### config.mk
export PLATFORM = sky130hd
export DESIGN_NAME = press_word_assembler
export DESIGN_NICKNAME = d
export VERILOG_FILES = /design/src/rtl/press_word_assembler.sv
export SDC_FILE = /design/constraint.sdc
export NUM_CORES = 1
export LEC_CHECK = 0
export CAP_MARGIN = 20
export CORE_ASPECT_RATIO = 1.5
export CORE_MARGIN = 5
export CORE_UTILIZATION = 40
export DETAILED_ROUTE_END_ITERATION = 7
export PLACE_DENSITY = 0.66
export SLEW_MARGIN = 15
export SYNTH_ARGS = -nofsm -noshare
export SYNTH_HDL_FRONTEND = slang
export SYNTH_SLANG_ARGS = --single-unit
### constraint.sdc
create_clock -name clk -period 2.1 [get_ports clk]
set_clock_uncertainty 0.15 [all_clocks]
set_input_delay 0.42 -clock clk [delete_from_list [all_inputs] [get_ports clk]]
set_output_delay 0.42 -clock clk [all_outputs]
set_load 0.005 [all_outputs]
### src/rtl/press_word_assembler.sv
// Turns debounced button press durations into bits (short=0, long=1), packs them
// MSB-first into WIDTH-bit words and offers each word over a valid/ready handshake.
module press_word_assembler #(
  parameter int WIDTH     = 8,
  parameter int CNTW      = 16,
  parameter int LONGPRESS = 1000,
  parameter int TIMEOUT   = 50000
) (
  input  logic                       clk,
  input  logic                       rst_n,
  input  logic                       positiveedge,
  input  logic                       negativeedge,
  input  logic                       word_ready,
  output logic [WIDTH-1:0]           word,
  output logic                       word_valid,
  output logic [$clog2(WIDTH+1)-1:0] bit_count,
  output logic                       long_flag,
  output logic                       aborted
);
  localparam int BCW = $clog2(WIDTH+1);
  localparam logic [CNTW-1:0] CNT_MAX  = '1;
  localparam logic [CNTW-1:0] LP_THR   = CNTW'(LONGPRESS);
  localparam logic [CNTW-1:0] IDLE_END = CNTW'(TIMEOUT - 1);
  localparam logic [BCW-1:0]  LAST_BIT = BCW'(WIDTH - 1);

  typedef enum logic [1:0] {IDLE, HOLD, FULL} state_t;

  state_t            state_q;
  logic [WIDTH-1:0]  word_q;
  logic [BCW-1:0]    bcnt_q;
  logic              valid_q, long_q, abort_q;
  logic [CNTW-1:0]   hold_q, idle_q;
  logic [CNTW-1:0]   hold_d;
  logic              press, release_, press_bit;

  // Simultaneous edges are an upstream fault; neither is honoured.
  assign press     = positiveedge & ~negativeedge;
  assign release_  = negativeedge & ~positiveedge;
  assign press_bit = (hold_q >= LP_THR);
  // Saturate rather than wrap so a very long hold still reads as a 1.
  assign hold_d    = (hold_q == CNT_MAX) ? hold_q : hold_q + 1'b1;

  always_ff @(posedge clk) begin
    if (!rst_n) begin
      state_q <= IDLE;
      word_q  <= '0;
      bcnt_q  <= '0;
      valid_q <= 1'b0;
      long_q  <= 1'b0;
      abort_q <= 1'b0;
      hold_q  <= '0;
      idle_q  <= '0;
    end else begin
      abort_q <= 1'b0;
      case (state_q)
        IDLE: begin
          if (press) begin
            state_q <= HOLD;
            hold_q  <= '0;
            idle_q  <= '0;
          end else if (bcnt_q != '0) begin
            if (idle_q == IDLE_END) begin
              word_q  <= '0;
              bcnt_q  <= '0;
              idle_q  <= '0;
              abort_q <= 1'b1;
            end else begin
              idle_q <= idle_q + 1'b1;
            end
          end else begin
            idle_q <= '0;
          end
        end
        HOLD: begin
          if (release_) begin
            word_q <= {word_q[WIDTH-2:0], press_bit};
            bcnt_q <= bcnt_q + 1'b1;
            long_q <= 1'b0;
            if (bcnt_q == LAST_BIT) begin
              state_q <= FULL;
              valid_q <= 1'b1;
            end else begin
              state_q <= IDLE;
            end
          end else begin
            hold_q <= hold_d;
            long_q <= (hold_d >= LP_THR);
          end
        end
        FULL: begin
          if (word_ready) begin
            word_q  <= '0;
            bcnt_q  <= '0;
            valid_q <= 1'b0;
            state_q <= IDLE;
          end
        end
        default: state_q <= IDLE;
      endcase
    end
  end

  assign word       = word_q;
  assign word_valid = valid_q;
  assign bit_count  = bcnt_q;
  assign long_flag  = long_q;
  assign aborted    = abort_q;
endmodule

Word-level counts from Yosys, hierarchy flattened
Cells that the tools add are included.
- add/sub/neg operators: 3
- magnitude comparators: 2
- equality and inequality tests: 13
- multiplexer cells: 30
- bitwise gates (word level): 7
- reduce and logical (&&, ||, !) cells: 10
- operator list (operator ; count):
    2-to-1 mux 16 bit ; 6
    2-to-1 mux 8 bit ; 5
    adder 16 x 1 -> 16 bit (second input constant) ; 2
    == test 16 bit (second input constant) ; 2
    greater-or-equal comparator 16 x 10 -> 1 bit (second input constant) ; 2
    case mux 16 bit (2 select lines) ; 1
    case mux 8 bit (3 select lines) ; 1
    2-to-1 mux 4 bit ; 5
    inequality test 2 bit (second input constant) ; 8
    case mux 4 bit (3 select lines) ; 1
    2-to-1 mux 2 bit ; 4
    case mux 2 bit (3 select lines) ; 1
    AND reduction 3 bit ; 2
    AND reduction 6 bit ; 1
    2-to-1 mux 1 bit ; 5
    inverter 1 bit ; 5
    adder 4 x 1 -> 4 bit (second input constant) ; 1
    == test 4 x 3 -> 1 bit (second input constant) ; 1
    AND reduction 4 bit ; 1
    nonzero test 2 bit ; 2
    nonzero test 4 bit ; 1
    OR reduction 4 bit ; 1
    nonzero test 3 bit ; 1
    bitwise AND 1 bit ; 2
    other kinds (4) ; 4
- bits in registers: 49
- bits of input ports: 5
- output and inout port bits: 15

Longest topological paths before layout
- depth in word-level cells: 5
- mapped depth: 9
- depth with buffers taken out: 8

Worst setup path before layout
Ideal clock, no wire load.
- path type: register to register
- start point: reg idle_q[7]
- end point: reg idle_q[3]
- library setup time: 0.138 ns
- arrival time: 1.786 ns
- data required time: 1.812 ns
- setup slack: 0.026 ns
- stages on the path, launching flop included: 7
- period minus slack after synthesis: 2.074 ns
- cells stage by stage: dfxtp_1 or4b_4 nor4_4 nor2_1 clkbuf_1 a41oi_1 a311oi_1
- longest elaborated chain between the ends: 4
- ends and longest elaborated chain (what ; line ; text):
    from (decl) ; 32 ; logic [CNTW-1:0] hold_q, idle_q;
    from (signal assigned) ; 68 ; idle_q <= idle_q + 1'b1;
    == test 16 bit ; 62 ; if (idle_q == IDLE_END) begin
    2-to-1 mux 16 bit ; 62 ;
    2-to-1 mux 16 bit ; 61 ; end else if (bcnt_q != '0) begin
    2-to-1 mux 16 bit ; 57 ; if (press) begin
Every way passes these cells.
A chain may end at the register's enable or synchronous reset.

Worst setup path after layout
- start point: reg idle_q[8]
- end point: reg word_q[4], in the netlist word[4]
- longest elaborated chain between the ends: 3
- ends and longest elaborated chain (what ; line ; text):
    == test 16 bit ; 62 ;
    inequality test 2 bit (no source line) ; n/a ;
    AND reduction 6 bit (no source line) ; n/a ;
    to (signal assigned) ; 76 ; word_q <= {word_q[WIDTH-2:0], press_bit};
    to (decl) ; 29 ; logic [WIDTH-1:0] word_q;
Every way passes these cells.

==> results_dict.tcl <==
set metrics [dict create \
    finalPower_mw 2.076 \
    standard_cell_area_after_detailed_placement_sq_mm 0.003445 \
    cp-startpoint "idle_q[8]$_SDFFE_PN0P_" \
    drive_above_1_share 0.2585 \
    initial_utilization 0.4116 \
    leakagePower_nw 1.395 \
    synth-seq-area-share 0.3455 \
    finalWeightedCongestion 0.9268 \
    worstSetupStartpointType "register" \
    clock.fmax_mhz 455.2 \
    grt_first_pass_wirelength_um 13130 \
    worst_skew_late_latency_ps 310 \
    synth_fa_ha_area_frac 0.03526 \
    dp.final_hpwl_um 5556 \
    tritoncts "done" \
    final_hold_viol_count 0 \
    cts-root-buf "sky130_fd_sc_hd__clkbuf_8" \
    cap_violations 0 \
    h-tree-depth 2 \
    layoutNonFillerInstCount 519 \
    finalMaxSlewViolations 0 \
    synth_area_sq_mm 0.002839 \
    clockPowerShare 0.401 \
    power.sequential.fraction 0.452 \
    maximum_number_of_pins_on_one_net_before_global_route_repair 42 \
    floorplan_die_area_sq_mm 0.008917 \
    grt_util_all_layers 0.1811 \
    failed_checks "setup timing" \
    numPlacedInstances 503 \
    cts_made_buffers 5 \
    port_buffers 19 \
    post_route_setup_tns_ps -1081 \
    asyncSetResetFlopFracSynth 0 \
    worst-path-max-fanout 6 \
    detail_route.wl_per_cell_um 15.68 \
    ys_ff_latch 49 \
    worstReg2RegStart "idle_q[8]$_SDFFE_PN0P_" \
    critPathCaptureType "register" \
    run_status "finished, violations left" \
    worstReg2RegEnd "word[4]$_SDFFE_PN0P_" \
    final_critical_path_time_including_i_o_delays_and_setup_ps 2197 \
    hold_path_class "reg2reg" \
    initialDrtViolationCount 197 \
    chipWidth_um 78.79 \
    power.share.combinational 0.147 \
    power.net_switching_uw 536.5 \
    timing.final.crit_share 1.046 \
    timing.max_slew.rel_slack 0.6776 \
    cts.clk_slew.worst_paths_ps 100 \
    cp.required_ps 2200 \
    layout_common_cells "sky130_fd_sc_hd__buf_4, sky130_fd_sc_hd__dfxtp_1, sky130_fd_sc_hd__nand2_1" \
    yosysWarningCount 0 \
    netSwitchingFraction 0.2585 \
    worst_hold_startpoint "word[7]$_SDFFE_PN0P_" \
    synth-main-ff-cell "sky130_fd_sc_hd__dfxtp_1" \
    setup_viol 19 \
    grt_pass1_vias 2855 \
    tritoncts_num_sinks 49 \
    die_height_um 113.2 \
    worst_ir_drop_vdd_uv 425.2 \
    tightestPinTransition_ps 483.6 \
    cts-root-to-sink-buffers 2 \
    area_growth_pct 35.17 \
    core-area_sq_mm 0.006898 \
    insertedDiodeCount 0 \
    critPathCapture "word[4]$_SDFFE_PN0P_" \
    ios 20 \
    timing.reg2reg.worst_path_depth 7 \
    ratio_of_routed_vias_to_standard_cells 5.825 \
    timing.final.ws_setup_ps -96.75 \
    post_route_cell_area_sq_mm 0.003837 \
    num_vias 3023 \
    drt_first_pass_iters 4 \
    critPathKind "reg2reg" \
    post_synthesis_cell_count 373 \
    num_rows 37 \
    synth_mux_area_frac 0.01851 \
    synth_xor_xnor_area_share 0.006170 \
    finalNetCount 453 \
    synthDistinctLibCells 53 \
    reg2reg_slack_ps -100 \
    grt_remaining_overflow 0 \
    main_combinational_cell_family_by_area_after_synthesis "simple AND/OR/NAND/NOR gates" \
    synth_edf_count 0 \
    worst_hold_slack_ps 332.1 \
    internal_power_mw 1.539 \
    power-per-cell-area_mw_per_mm2 540.9 \
    synth_simple_gate_area_frac 0.3173 \
    pre_cts_ws_ps -317.1 \
    synth_compound_area_frac 0.2279 \
    antenna_found_initial 0 \
    critPathArrivalTime_ps 2300 \
    final_common_cell "sky130_fd_sc_hd__buf_4" \
    rsz0062_at_grt "yes" \
    holdBufCountCts 0 \
    drcViolationCount 0 \
    routed_wirelength_um 8137 \
    synth_nets 386 \
    synth_area_per_inst_sq_um 7.611 \
    drtAntennaViolNets 0 \
    finalCoreUtilization 0.5563 \
]
==> state kept, by name, indices dropped and copies added, names as in the netlist <==
| name | count |
|---|---|
| word_valid | 1 |
| bit_count | 4 |
| long_flag | 1 |
| aborted | 1 |
| hold_q | 16 |
| state_q | 2 |
| idle_q | 16 |
| word | 8 |
==> worst min-delay path by stage <==
stage / cells past startpoint / to / slack (ps)
2_1_floorplan: 2 / word[7]$_SDFFE_PN0P_ / 300
3_3_place_gp: 2 / word[7]$_SDFFE_PN0P_ / 300
3_5_place_dp: 2 / word[7]$_SDFFE_PN0P_ / 300
4_1_cts: 2 / word[7]$_SDFFE_PN0P_ / 330
5_1_grt: 2 / word[5]$_SDFFE_PN0P_ / 360
6_report: 2 / word[7]$_SDFFE_PN0P_ / 330
==> per-layer routing <==
metal / share of wire / wire (um) / up-vias / GRT usage
met5: 0 / 0 / - / 0
met3: 0.040 / 322 / 16 / 0.03105
li1: - / - / 1502 / -
met1: 0.42 / 3431 / 1432 / 0.2074
met2: 0.51 / 4170 / 73 / 0.3244
met4: 0.026 / 214 / 0 / 0.07935
==> critical path, stage by stage, from the launching register on <==
cell	delay, ps
sky130_fd_sc_hd__dfxtp_2	360
sky130_fd_sc_hd__or4bb_4	540
sky130_fd_sc_hd__nor4_4	340
sky130_fd_sc_hd__and2b_2	210
sky130_fd_sc_hd__buf_6	110
sky130_fd_sc_hd__o21ba_4	180
sky130_fd_sc_hd__nand3_1	90
sky130_fd_sc_hd__a21oi_1	150
==> synth_stat cells (all sizes together) (3+ instances only) <==
cell type / number / area, sq um
nand3b: 3 / 22.52
a31oi: 8 / 50.05
nand3: 26 / 130.1
and4: 7 / 61.31
and2: 3 / 18.77
a22oi: 5 / 37.54
a21boi: 3 / 22.52
nand4: 9 / 56.30
nor4: 5 / 46.29
buf: 5 / 31.28
nand2: 45 / 168.9
dfxtp: 49 / 980.9
inv: 11 / 41.29
o21ai: 24 / 120.1
nor2: 34 / 127.6
a311oi: 8 / 70.07
a21oi: 32 / 160.2
mux2i: 3 / 30.03
nand2b: 3 / 18.77
nor2b: 7 / 43.79
o21a: 6 / 45.04
nor3: 13 / 65.06
and3: 6 / 37.54
clkbuf: 17 / 63.81
ha: 8 / 100.1
==> power by group through the flow <==
stage               clock network, mW  registers [mW]  logic (mW)
finish                          0.833           0.939       0.305
global route                    0.900           0.940       0.329
CTS                             0.856           0.939       0.269
detailed placement                  0           0.961       0.257
global placement                    0           0.960       0.253
floorplan                           0           0.962       0.152
==> repair_timing <==
action,in CTS,in global routing
buffers inserted,1,3
cloned,1,3
pin swaps,6,25
resized for setup,14,45
setup endpoints to repair,19,30
==> logic make-up after synthesis <==
logic type      after synthesis
compound gates              102
mux                           5
flops                        49
xor+xnor                      2
fa+ha+maj                     8
simple gates                173
buf+inv                      34
==> layout make-up <==
class | instances | area, sq um
Tap cell | 78 | 97.59
Clock inverter | 3 | 68.82
Fill cell | 649 | 3060
Multi-Input combinational cell | 291 | 1877
Clock buffer | 5 | 68.82
Sequential cell | 49 | 985.9
Inverter | 12 | 45.04
Timing Repair Buffer | 81 | 694.4
Note: power is estimated with default switching activity, not from simulation.
